File: src/rtl/fp_div_unpack.sv
// fp_div_unpack: registers an fp32 operand pair, resolves IEEE special cases and
// forwards finite pairs to the divider, with a one-beat skid for backpressure.
module fp_div_unpack #(
  parameter bit          FTZ  = 1'b1,
  parameter logic [31:0] QNAN = 32'h7FC00000
) (
  input  logic        clk,
  input  logic        rst_n,
  input  logic        in_valid,
  output logic        in_ready,
  input  logic [31:0] operand_a,
  input  logic [31:0] operand_b,
  output logic        out_valid,
  input  logic        out_ready,
  output logic [31:0] out_a,
  output logic [31:0] out_b,
  output logic        out_special,
  output logic [31:0] out_result,
  output logic        out_invalid,
  output logic        out_divzero
);
  typedef struct packed {
    logic [31:0] a;
    logic [31:0] b;
    logic        special;
    logic [31:0] result;
    logic        invalid;
    logic        divzero;
  } beat_t;
  beat_t nxt, out_q, skid_q;
  logic skid_valid, acc, s;
  logic [31:0] fa, fb;
  logic ea_max, eb_max, na, nb, sna, snb, ia, ib, za, zb;
  assign ea_max = &operand_a[30:23];
  assign eb_max = &operand_b[30:23];
  assign fa = (FTZ && operand_a[30:23] == 8'h0) ? {operand_a[31], 31'h0} : operand_a;
  assign fb = (FTZ && operand_b[30:23] == 8'h0) ? {operand_b[31], 31'h0} : operand_b;
  assign na = ea_max && operand_a[22:0] != 23'h0;
  assign nb = eb_max && operand_b[22:0] != 23'h0;
  assign sna = na && !operand_a[22];
  assign snb = nb && !operand_b[22];
  assign ia = ea_max && operand_a[22:0] == 23'h0;
  assign ib = eb_max && operand_b[22:0] == 23'h0;
  assign za = fa[30:0] == 31'h0;
  assign zb = fb[30:0] == 31'h0;
  assign s = operand_a[31] ^ operand_b[31];
  // First matching rule wins; non-special pairs carry a zero result and no flags.
  always_comb begin
    nxt = '0;
    nxt.a = fa;
    nxt.b = fb;
    if (na || nb) begin
      nxt.special = 1'b1;
      nxt.result = QNAN;
      nxt.invalid = sna || snb;
    end else if ((ia && ib) || (za && zb)) begin
      nxt.special = 1'b1;
      nxt.result = QNAN;
      nxt.invalid = 1'b1;
    end else if (ia) begin
      nxt.special = 1'b1;
      nxt.result = {s, 8'hFF, 23'h0};
    end else if (ib) begin
      nxt.special = 1'b1;
      nxt.result = {s, 31'h0};
    end else if (zb) begin
      nxt.special = 1'b1;
      nxt.result = {s, 8'hFF, 23'h0};
      nxt.divzero = 1'b1;
    end else if (za) begin
      nxt.special = 1'b1;
      nxt.result = {s, 31'h0};
    end
  end
  assign in_ready = !skid_valid;
  assign acc = in_valid && in_ready;
  // The skid only fills while the output is stalled, so it is empty whenever the output is.
  always_ff @(posedge clk or negedge rst_n) begin
    if (!rst_n) begin
      out_valid <= 1'b0;
      skid_valid <= 1'b0;
      out_q <= '0;
      skid_q <= '0;
    end else if (!out_valid || out_ready) begin
      out_valid <= skid_valid || acc;
      out_q <= skid_valid ? skid_q : acc ? nxt : out_q;
      skid_valid <= 1'b0;
    end else if (acc) begin
      skid_q <= nxt;
      skid_valid <= 1'b1;
    end
  end
  assign out_a = out_q.a;
  assign out_b = out_q.b;
  assign out_special = out_q.special;
  assign out_result = out_q.result;
  assign out_invalid = out_q.invalid;
  assign out_divzero = out_q.divzero;
endmodule

File: config.mk
export PLATFORM = sky130hd
export DESIGN_NAME = fp_div_unpack
export DESIGN_NICKNAME = d
export VERILOG_FILES = /design/src/rtl/fp_div_unpack.sv
export SDC_FILE = /design/constraint.sdc
export NUM_CORES = 1
export LEC_CHECK = 0
export CAP_MARGIN = 20
export CORE_ASPECT_RATIO = 0.8
export CORE_MARGIN = 2
export CORE_UTILIZATION = 25
export DETAILED_ROUTE_END_ITERATION = 6
export PLACE_DENSITY = 0.52
export SLEW_MARGIN = 20
export SYNTH_ARGS = -nofsm -noshare
export SYNTH_HDL_FRONTEND = slang
export SYNTH_SLANG_ARGS = --single-unit
File: constraint.sdc
create_clock -name clk -period 1.75 [get_ports clk]
set_input_delay 0.35 -clock clk [delete_from_list [all_inputs] [get_ports clk]]
set_output_delay 0.35 -clock clk [all_outputs]
set_load 0.05 [all_outputs]
# After elaboration in Yosys (flattened, before gate mapping)
# Index checks and enable logic that the tools add are counted.
dict set report word_totals {
  inputBits 68
  elab_cells 66
  ff_bits 200
  out_inout_bits 101
}
dict set report op_classes {
  n_reduce_logical 32
  bitwise_logic 2
  mux 18
}
# operator count
set ops {}
lappend ops {{99-bit 2-to-1 mux} 2}
lappend ops {{33-bit 2-to-1 mux} 5}
lappend ops {{31-bit logical NOT} 2}
lappend ops {{31-bit 2-to-1 mux} 2}
lappend ops {{23-bit logical NOT} 2}
lappend ops {{23-bit nonzero test} 2}
lappend ops {{34-bit 2-to-1 mux} 1}
lappend ops {{8-bit logical NOT} 2}
lappend ops {{8-bit AND reduction} 2}
lappend ops {{1-bit logical AND} 9}
lappend ops {{1-bit 2-to-1 mux} 8}
lappend ops {{1-bit logical OR} 5}
lappend ops {{1-bit logical NOT} 4}
lappend ops {{2-bit AND reduction} 2}
lappend ops {{2-bit nonzero test} 2}
lappend ops {{1-bit NOT} 1}
lappend ops {{1-bit bitwise XOR} 1}

# Depth between registers and ports, before layout
dict set report depth {
  depth_word 11
  depth_mapped 7
  ltp_nobuf 6
}

# Least setup slack after synthesis
# OpenSTA, ideal clock, no wires.
dict set report synth_path {
  kind {register -> register}
  startpoint {register out_valid}
  endpoint {register skid_q[24] in the netlist's numbering}
  setup_ps 125
  synth_period_minus_slack_ps 1883
  path_buffers 2
  t_arrival_ps 1759
  path_stages_with_launch 6
  required_time_ps 1625
  path_slack_ps -133
  cell_sequence {dfrtp_1 > nand2b_1 > nand3b_1 > clkbuf_1 > buf_2 > mux2_2}
}
dict set report synth_between {
  elab_chain_cells 4
}
# item line_no
set synth_rtl {}
lappend synth_rtl {{start: declaration} 13} ;# output logic out_valid,
lappend synth_rtl {{start signal: assignment} 85} ;# out_valid <= skid_valid || acc;
lappend synth_rtl {{1-bit logical NOT} 84} ;# end else if (!out_valid || out_ready) begin
lappend synth_rtl {{1-bit logical OR} 84}
lappend synth_rtl {{1-bit NOT (no source line)} -}
lappend synth_rtl {{2-bit AND reduction (no source line)} -}
lappend synth_rtl {{end signal: assignment} 89} ;# skid_q <= nxt;
lappend synth_rtl {{end: declaration} 30} ;# beat_t nxt, out_q, skid_q;
# No other way between the ends.
# A chain may end at the register's enable or synchronous reset.

# Worst setup path in the final report
dict set report layout_path {
  startpoint {input operand_a[10]}
  endpoint {register out_q, in the netlist out_result[31]}
}
dict set report layout_between {
  elab_chain_cells 10
  elab_cells_between_ends 18
  cone_classes {mux (9); reduce/logical (9)}
}
# item line_no
set layout_rtl {}
lappend layout_rtl {{start: declaration} 11} ;# input logic [31:0] operand_a,
lappend layout_rtl {{31-bit 2-to-1 mux} 36} ;# assign fa = (FTZ && operand_a[30:23] == 8'h0) ? {operand_a[31], 31'h0} : operand_a;
lappend layout_rtl {{31-bit logical NOT} 44} ;# assign za = fa[30:0] == 31'h0;
lappend layout_rtl {{33-bit 2-to-1 mux} 70} ;# end else if (za) begin
lappend layout_rtl {{33-bit 2-to-1 mux} 66} ;# end else if (zb) begin
lappend layout_rtl {{33-bit 2-to-1 mux} 63} ;# end else if (ib) begin
lappend layout_rtl {{33-bit 2-to-1 mux} 60} ;# end else if (ia) begin
lappend layout_rtl {{33-bit 2-to-1 mux} 56} ;# end else if ((ia && ib) || (za && zb)) begin
lappend layout_rtl {{34-bit 2-to-1 mux (*)} 52} ;# if (na || nb) begin
lappend layout_rtl {{99-bit 2-to-1 mux (*) (2 in series)} 86} ;# out_q <= skid_valid ? skid_q : acc ? nxt : out_q;
lappend layout_rtl {{end signal: assignment} 86}
lappend layout_rtl {{end: declaration} 30}
# Mark *: on every way between the ends. The rest lies on a longest branch, timed or not. The select of a mux whose other input is x is not followed.

==> results.ini <==
[drt]
drc_errors = 0
viasPerCell = 4.33
wl_um = 18200
ant_nets = 0
wl_per_cell_um = 14.8
drt-initial-drc-count = 202
firstDrtPassIters = 4
num_vias = 5317

[setup_path]
critical_path_class = in -> reg
critPathTopFamily = simple AND/OR/NAND/NOR gates
crit_chain = dlygate4sd2_1 -> nor4_4 -> nand4_1 -> buf_6 -> nor3_4 -> o32ai_2 -> or4_1 -> a21oi_1
cpMaxStageDelayCell = or4_1
start_kind = primary input
crit_path_end_kind = flip-flop
critPathLaunch = operand_a[10]
cp.required_ns = 2.10
cp_max_fo = 3
worstPathArrival_ns = 2.09
path_buf_inv = 2
critical-path-max-stage-delay_ns = 0.50
regToRegStartpoint = skid_valid

[logic_synthesis]
syn_area_um2 = 6420
syn_area_per_cell_um2 = 9.17
synthDistinctLibCells = 34
synth_area_leaders = dfrtp_1 (55%), nand2_1 (9.9%), o21ai_0 (9.2%)
synth-warning-count = 0
yosysSeqAreaShare_pct = 55.4
synth_largest_area_cell = dfrtp_1
ys_seq_elements = 142
synthCells = 700
yosys.area.top_type_share_pct = 55.4

[layout]
drive_above_1_share_pct = 28.4
layout_common_cells = nand2_1 (169), dfrtp_1 (140), buf_4 (136)
finalNonFillerCells = 1229
syn_to_final_growth_pct = 46.7
fin_area_um2 = 9420
final_common_cell = nand2_1
diodes = 0
fin_nets = 960

[clocking]
htreeDepth = 4
cts_tree = built
clock-sinks = 142
insertion_delay_ns = 0.43
cts_buffer_depth = 2
root_buffer = clkbuf_16
path_clk_slew_ns = 0.06
cts_inserted_buffers = 17

[sta]
fmax_mhz = 574
rsz0062_at_grt = true
tightest_slew_ns = 0.539
skew_ns = 0.0108
finalMaxSlewViolations = 0
hold_viol = 0
slew_headroom_pct = 63.9
fin_crit_sh_pct = 99.5
timing.hold.ws_ns = 0.211
setup_viol = 0
finalCriticalPeriod_ns = 1.74

[placement]
port_buffers = 146
placed_cells = 1195
place.gp.congestion = 0.754
placed_area_um2 = 8610
hpwl_um = 12800

[floorplanning]
initial_utilization_pct = 25.4
coreArea_um2 = 25200
dieWidth_um = 183
io_pins = 169
rows = 52
die_area_um2 = 27000
die_h_um = 147

[grt]
grt_usage_pct = 13.9
antenna_found_initial = 0
grt_first_pass_wirelength_um = 28900
grt-ovfl-total = 0
grt_max_degree = 49
grt_pass1_vias = 5161

[pwr]
p_leak_nw = 4.52
ir_worst_vdd_uv = 620
cellPowerDensity_nw_per_um2 = 1240

[hold_path]
hp-class = in -> reg
min_from = operand_b[21]

[run]
drv_cap = 0

[status]
run_status = finished, final reports clean

## metal layers
metal  GRT usage (%)  routed length (um)  vias up
li1                -                   -     2713
met4            4.52                 231        0
met1            20.1                9240     2460
met5               0                   0        -
met2            19.5                7570      127
met3            4.36                1170       17
## cells in the mapped netlist
| library cell | instances |
|---|---|
| buf_4 | 29 |
| and4_1 | 1 |
| nor3_1 | 6 |
| xnor2_1 | 1 |
| nor4_2 | 8 |
| nand2b_1 | 1 |
| a21oi_1 | 51 |
| or2_2 | 1 |
| or2_1 | 1 |
| o21ai_0 | 118 |
| nand2_4 | 1 |
| nor2b_1 | 1 |
| o32ai_1 | 2 |
| nand2_2 | 1 |
| nand3b_1 | 1 |
| nand2_1 | 170 |
| o21ai_1 | 1 |
| nor3b_1 | 1 |
| mux2_2 | 19 |
| o311a_1 | 1 |
| o41ai_1 | 1 |
| clkbuf_1 | 36 |
| nor2_1 | 58 |
| a211oi_1 | 1 |
| inv_1 | 2 |
| buf_1 | 6 |
| mux2i_1 | 19 |
| nor4_1 | 6 |
| conb_1 | 1 |
| buf_2 | 3 |
| nand4_1 | 7 |
| dfrtp_1 | 142 |
| or4_1 | 1 |
| o31ai_1 | 2 |
## through the flow
step | util, % | power [mW] | TNS (ns) | setup slack (ns)
2_1_floorplan | - | 6.33 | 0 | 0.00576
5_1_grt | 37.3 | 12.3 | -0.0358 | -0.0358
4_1_cts | 37.0 | 11.9 | -0.0180 | -0.0180
6_report | 37.3 | 11.7 | 0 | 0.00817
3_5_place_dp | 34.1 | 7.60 | -38.70 | -0.850
3_3_place_gp | 34.1 | 7.55 | -36.74 | -0.866
## worst reg2reg max path, cell delays in order, from the launching register on
cell and delay (ns):
dfrtp_4 0.52, buf_4 0.16, buf_4 0.18, or4_1 0.53, a21oi_1 0.15
## final cells by class
type | instances | area, um2
Clock buffer | 19 | 443
Timing Repair Buffer | 226 | 2030
Clock inverter | 13 | 235
Tap cell | 324 | 405
Multi-Input combinational cell | 503 | 2730
Fill cell | 2573 | 15800
Sequential cell | 142 | 3560
Inverter | 2 | 11.3
## sequential cells by signal (all words and copies together) (netlist names)
signal	count
out_b	32
out_divzero	1
skid_valid	1
out_result	3
out_invalid	1
out_valid	1
out_special	1
out_a	32
skid_q	70
## where the power goes
| group | leakage [nW] | switching, mW | total [mW] | internal [mW] |
|---|---|---|---|---|
| registers | 1.77 | 0.333 | 4.24 | 3.91 |
| logic | 2.43 | 2.16 | 3.25 | 1.08 |
| clock network | 0.324 | 1.50 | 4.23 | 2.72 |
## path summary, 6_finish.rpt
kind / endpoint / slack (ns) / cells past startpoint
max: out_result[31] / 0.008 / 8
min reg2reg: skid_q[1] / 0.48 / 2
max reg2reg: out_result[31] / 0.14 / 4
max in group asynchronous: skid_valid / 0.76 / 3
min: skid_q[56] / 0.21 / 3
min in group asynchronous: out_a[20] / 0.41 / 2
## timing repair
action	CTS	global route
buffers inserted	0	2
endpoints found under the setup margin	18	24
pin swaps	22	22
gates cloned	0	0
endpoints found under the hold margin	32	0
hold buffers	1	0
gates resized for setup	114	35
## kinds of logic (layout without fill, tap and decap cells)
family / count (synthesis) / in the layout / synth area share, %
simple gates: 265 / 265 / 17.8
compound gates: 177 / 177 / 14.2
flops: 142 / 142 / 55.4
buf+inv: 76 / 260 / 6.20
mux: 38 / 38 / 6.30
other cells: 1 / 22 / 0.0584
xor+xnor: 1 / 1 / 0.136
No activity file was read; power rests on OpenSTA's default activity.
